**config.mk**
```make
export PLATFORM = sky130hd
export DESIGN_NAME = fir_sample_sequencer
export DESIGN_NICKNAME = d
export VERILOG_FILES = /design/src/rtl/fir_sample_sequencer.sv
export SDC_FILE = /design/constraint.sdc
export NUM_CORES = 1
export LEC_CHECK = 0
export ABC_AREA = 1
export BUFFER_PORTS_ARGS = -buffer_cell sky130_fd_sc_hd__buf_2
export CAP_MARGIN = 20
export CORE_ASPECT_RATIO = 1.75
export CORE_MARGIN = 8
export CORE_UTILIZATION = 51
export CTS_CLUSTER_SIZE = 14
export DETAILED_ROUTE_END_ITERATION = 10
export PLACE_DENSITY = 0.77
export SETUP_SLACK_MARGIN = 0.4
export SLEW_MARGIN = 10
export SYNTH_ARGS = -nofsm -noshare
export SYNTH_HDL_FRONTEND = slang
export SYNTH_SLANG_ARGS = --single-unit
```
**constraint.sdc**
```tcl
create_clock -name ck -period 1.9 [get_ports ck]
set_input_delay 0.19 -clock ck [delete_from_list [all_inputs] [get_ports ck]]
set_output_delay 0.19 -clock ck [all_outputs]
set_load 0.005 [all_outputs]
```
**src/rtl/fir_sample_sequencer.sv**
```systemverilog
// Upstream driver for the 16-tap FIR: buffers samples in a FIFO, issues them one at a
// time, captures each filtered result onto a valid/ack handshake, and watches for a silent FIR.
module fir_sample_sequencer #(
   parameter int unsigned N       = 16,
   parameter int unsigned DEPTH   = 8,
   parameter int unsigned TIMEOUT = 32
) (
   input  logic                   ck,
   input  logic                   rst_n,
   input  logic [N-1:0]           in_data,
   input  logic                   in_valid,
   output logic                   in_ready,
   output logic [$clog2(DEPTH):0] fifo_count,
   output logic [N-1:0]           fir_in,
   output logic                   fir_input_ready,
   input  logic [N-1:0]           fir_out,
   input  logic                   fir_output_ready,
   output logic [N-1:0]           res_data,
   output logic                   res_valid,
   input  logic                   res_ack,
   output logic                   busy,
   output logic                   timeout_err
);

   localparam int unsigned PW = $clog2(DEPTH);
   localparam int unsigned CW = PW + 1;
   localparam int unsigned WW = $clog2(TIMEOUT + 1);

   typedef enum logic [1:0] {S_IDLE, S_ISSUE, S_WAIT, S_CAPTURE} state_t;

   state_t        state_q, state_d;
   logic [N-1:0]  mem [DEPTH];
   logic [PW-1:0] wr_ptr, rd_ptr;
   logic [WW-1:0] wd_q, wd_d;
   logic          push, pop, capture, timeout_set;

   assign in_ready = (fifo_count != CW'(DEPTH));
   assign push     = in_valid && in_ready;

   // Sample storage; contents are don't-care until written, so no reset.
   always_ff @(posedge ck) begin
      if (push) mem[wr_ptr] <= in_data;
   end

   // Circular pointers and occupancy; a pushed entry is only poppable from the next cycle.
   always_ff @(posedge ck or negedge rst_n) begin
      if (!rst_n) begin
         wr_ptr     <= '0;
         rd_ptr     <= '0;
         fifo_count <= '0;
      end else begin
         if (push) wr_ptr <= wr_ptr + PW'(1);
         if (pop)  rd_ptr <= rd_ptr + PW'(1);
         case ({push, pop})
            2'b10:   fifo_count <= fifo_count + CW'(1);
            2'b01:   fifo_count <= fifo_count - CW'(1);
            default: fifo_count <= fifo_count;
         endcase
      end
   end

   always_ff @(posedge ck or negedge rst_n) begin
      if (!rst_n) begin
         state_q <= S_IDLE;
         wd_q    <= '0;
      end else begin
         state_q <= state_d;
         wd_q    <= wd_d;
      end
   end

   // Next state; a strobe coinciding with the watchdog limit still captures.
   always_comb begin
      state_d     = state_q;
      wd_d        = wd_q;
      pop         = 1'b0;
      capture     = 1'b0;
      timeout_set = 1'b0;
      case (state_q)
         S_IDLE: begin
            if ((fifo_count != '0) && !res_valid) begin
               pop     = 1'b1;
               state_d = S_ISSUE;
            end
         end
         S_ISSUE: begin
            wd_d    = '0;
            state_d = S_WAIT;
         end
         S_WAIT: begin
            wd_d = wd_q + WW'(1);
            if (fir_output_ready) begin
               state_d = S_CAPTURE;
            end else if (wd_q == WW'(TIMEOUT - 1)) begin
               timeout_set = 1'b1;
               state_d     = S_IDLE;
            end
         end
         S_CAPTURE: begin
            capture = 1'b1;
            state_d = S_IDLE;
         end
         default: state_d = S_IDLE;
      endcase
   end

   // Registered outputs derived from the upcoming state and datapath events.
   always_ff @(posedge ck or negedge rst_n) begin
      if (!rst_n) begin
         fir_in          <= '0;
         fir_input_ready <= 1'b0;
         busy            <= 1'b0;
         res_data        <= '0;
         res_valid       <= 1'b0;
         timeout_err     <= 1'b0;
      end else begin
         fir_input_ready <= (state_d == S_ISSUE);
         busy            <= (state_d != S_IDLE);
         if (pop)         fir_in      <= mem[rd_ptr];
         if (timeout_set) timeout_err <= 1'b1;
         if (capture) begin
            res_data  <= fir_out;
            res_valid <= 1'b1;
         end else if (res_ack) begin
            res_valid <= 1'b0;
         end
      end
   end

endmodule

```
==> Implementation_results.wiki <==
{| class="wikitable"
! Metric !! Value
|-
| Run status || finished clean
|-
| Clock skew after layout || between 0.01 and 0.015 ns
|-
| Hold Path Class || input port to register
|-
| Via count of the first global-routing pass || about 5900
|-
| Full die area || 19000 um2
|-
| Startpoint type of the worst setup path || register
|-
| Count of flip-flops with a built-in enable after synthesis || between 100 and 150
|-
| Number of flip-flops and latches in the synthesized netlist || 182
|-
| RSZ-0062 raised after global routing || true
|-
| Max Used Layer || met4
|-
| Buffer levels on the longest clock path || 2
|-
| Total routing resource utilization after global routing || 0.204
|-
| Worst skew pair latency || 0.43 ns
|-
| Number of nets with antenna violations after detailed routing || 0
|-
| Sum of met3 wire segment lengths after detailed routing || 1270 um
|-
| Synth cell count leaders || sky130_fd_sc_hd__nand2_1 (186), sky130_fd_sc_hd__edfxtp_1 (128), sky130_fd_sc_hd__nor2_1 (112)
|-
| Global-route wire length before repair || around 30000 um
|-
| Top flip-flop cell by instance count after synthesis || sky130_fd_sc_hd__edfxtp_1
|-
| Hold Crit Endpoint || mem[7][3]
|-
| Worst max-slew margin expressed relative to the limit || 0.754
|-
| X dimension of the die || around 110 um
|-
| Cell type with the highest aggregate area in the netlist || sky130_fd_sc_hd__edfxtp_1
|-
| Initial antenna violation count || 1
|-
| Upper clock frequency limit || 0.542 GHz
|-
| Residual DRC count || 0
|-
| Via total after detailed routing || a little under 6000
|-
| Filler cell count || around 950
|-
| # Max-Cap Violations || 0
|-
| Fraction of final layout cells with drive strength greater than 1 || 0.260
|-
| Cell leakage power || ~4 nW
|-
| Count of pins over their slew limit || 0
|-
| Worst path required time || between 2 and 2.5 ns
|-
| Count of input and output buffers || a little under 80
|-
| Share of Yosys cell area claimed by the top area cell type || 0.513
|-
| Category of cells accounting for the largest share of critical-path delay || simple AND/OR/NAND/NOR gates
|-
| Count of buffer and inverter cells on the critical path || 2
|-
| Most common cell in the netlist || sky130_fd_sc_hd__nand2_1
|-
| Type of the worst setup path || register to register
|-
| Post-synthesis cell count || 676
|-
| Crit path capture type || register
|-
| H-tree depth reported by CTS || 4
|-
| Actual transition at the worst max-transition pin || about 0.37 ns
|-
| Die H || between 150 and 200 um
|-
| Worst hold path cell count || 1
|-
| TritonCTS sink count || between 150 and 200
|-
| I/O pin total || just under 80
|-
| Final-report setup violation count || 0
|-
| CP max stage cell || sky130_fd_sc_hd__dfrtp_2
|-
| Met1 wire length || 6870 um
|-
| Netlist area before placement || ~7500 um2
|-
| Mean instance size in the synthesized netlist || about 11 um2
|-
| Post-layout minimum cycle time || 1.85 ns
|-
| Vias per cell || around 5.7
|-
| Maximum resistive drop on vdd || approximately 0.0010 V
|-
| Non-filler instance count after layout || roughly 1000
|-
| Register-to-Register Setup Slack || 0.05 ns
|-
| Drt pass-1 iters || 5
|-
| Worst min-delay path startpoint || in_data[3]
|-
| Number of nets in the layout || approximately 860
|-
| Power density relative to cell area || about 1700 nW/um2
|-
| Number of DRC violations after detailed-routing iteration 0 || between 500 and 600
|-
| Dpl hpwl || 11000 um
|-
| TritonCTS clock tree || done
|-
| Number of hold violations in the final report || 0
|-
| Routed length on met2 || between 10000 and 15000 um
|-
| Count of unique library cells instantiated by Yosys || 29
|-
| Cell total after placement || about 920
|-
| Reg2Reg Capture Point || fifo_count[2]
|-
| Maximum cell stage delay along the critical path || 0.43 ns
|-
| R2r worst-path depth || 13
|-
| Root cell of the clock tree || sky130_fd_sc_hd__clkbuf_16
|-
| Layout Area Growth over Synthesis || 27.6%
|-
| Area of the core || roughly 14000 um2
|-
| Async S/R FF share, synth || 0.297
|-
| Pin count of the biggest net entering global routing || 55
|-
| Largest fanout on the critical path || 3
|-
| TNS Setup || 0 ns
|-
| Post-CTS clock slew at the launch and capture registers of the worst setup and hold paths || around 0.070 ns
|-
| TritonCTS buffer count || 17
|-
| Net count after synthesis || 723
|-
| Sequential share of the synthesized area || 0.694
|-
| Initial core utilization || 0.521
|-
| Tcrit/Tclk final || 0.972
|-
| Source of the worst register-to-register timing path || fifo_count[0]
|-
| CP Data Arrival Time || between 2 and 2.5 ns
|-
| Yosys warnings || 0
|-
| Cells taking the most area after synthesis || sky130_fd_sc_hd__edfxtp_1 (51%), sky130_fd_sc_hd__dfrtp_1 (18%), sky130_fd_sc_hd__nand2_1 (9.3%)
|-
| Routed Wire Length || between 20000 and 25000 um
|-
| # rows || between 50 and 60
|-
| Drt wl/cell || 20.0 um
|-
| Placer's final routability congestion estimate || a little under 0.9
|-
| GRT overflow || 0
|-
| Final worst setup slack || approximately 0.054 ns
|-
| Post-Place Setup Slack || between 0.015 and 0.02 ns
|-
| Worst-path cell chain || nor2_4 > nand2_2 > nand3_4 > inv_4 > ha_4 > inv_4 > nand2_4 > nand2_4 > ha_4 > a21oi_2 > or2_4 > nand3_2 > o21ai_2
|}
==> cells in the final DEF (no fill, tap or decap), drive strengths merged, types with 3 or more instances in the layout <==
| cell | instances |
|---|---|
| edfxtp | 128 |
| nor2 | 113 |
| dfrtp | 54 |
| clkinv | 5 |
| clkinvlp | 4 |
| buf | 131 |
| or2 | 3 |
| nand3 | 56 |
| inv | 26 |
| o21ai | 56 |
| nand2 | 189 |
| dlygate4sd3 | 18 |
| a21oi | 6 |
| ha | 10 |
| xor2 | 4 |
| clkbuf | 20 |
==> repair_timing <==
action / CTS / global route
endpoints found under the hold margin: 71 / 0
pin swaps: 13 / 12
gates cloned: 3 / 1
buffers inserted: 21 / 11
gates resized for setup: 29 / 26
endpoints found under the setup margin: 152 / 161
hold buffers: 18 / 0
==> power by group <==
| group | internal (mW) | switching, mW | total (mW) |
|---|---|---|---|
| combinational | 2.64 | 4.00 | 6.64 |
| clock | 1.96 | 1.52 | 3.48 |
| sequential | 5.21 | 0.477 | 5.69 |
==> sequential cells by signal, indices dropped and copies added (netlist names) <==
signal and cells:
fifo_count 4, busy 1, state_q 2, timeout_err 1, res_data 16, rd_ptr 3
wd_q 6, wr_ptr 3, mem 128, fir_input_ready 1, fir_in 16, res_valid 1
==> per-layer routing <==
layer | up-vias | track usage
li1 | 2547 | -
met1 | 2811 | 0.220
met2 | 328 | 0.368
met3 | 78 | 0.0347
met4 | 0 | 0.107
met5 | - | 0
==> through the flow <==
step	power, mW	util	hold slack, ns	instance area (um2)
finish	15.8	0.665	0.0713	9560
global route	16.6	0.665	0.0677	9560
CTS	15.0	0.649	0.0478	9320
detailed placement	10.9	0.573	0.219	8240
global placement	10.6	0.573	0.212	8240
floorplan	9.36	-	-0.106	7620
==> area by class of cell <==
cell class                 instances  area (um2)  share of cell area
antenna                            2        5.00            0.000524
clock buffer                      19         433              0.0453
clock inverter                    13         149              0.0156
inverter                          24         106              0.0111
multi-input combinational        441        2200               0.230
sequential                       182        5200               0.544
tap                              180         225              0.0236
timing repair buffer             151        1240               0.130
==> worst max path at each step <==
stage / startpoint / endpoint / slack (ns) / cells past startpoint
after detailed placement: fifo_count[1] / fifo_count[2] / 0.02 / 12
after global placement: state_q[0] / fifo_count[2] / 0.14 / 13
final: fifo_count[0] / fifo_count[2] / 0.05 / 13
after global routing: fifo_count[0] / fifo_count[2] / -0.006 / 13
after floorplan: fifo_count[0] / fifo_count[2] / 0.02 / 14
after CTS: fifo_count[1] / fifo_count[2] / 0.13 / 13
==> worst reg2reg max path, delay by kind of cell (launching register included) <==
kind | cells | cell delay [ns]
and+or+nand+nor | 7 | 0.79
AOI/OAI and AO/OA | 2 | 0.10
DFF | 1 | 0.43
adders and majority gates | 2 | 0.31
buffers and inverters | 2 | 0.11
==> logic make-up (layout without fill, tap and decap cells) <==
family / count (synthesis) / in the layout / share of synthesized area
compound gates: 63 / 63 / 0.0426
xor+xnor: 5 / 5 / 0.00685
fa+ha+maj: 10 / 10 / 0.0167
buf+inv: 53 / 207 / 0.0433
flops: 182 / 182 / 0.694
other cells: 0 / 2 / 0
simple gates: 363 / 363 / 0.197
No activity file was read; power rests on OpenSTA's default activity.
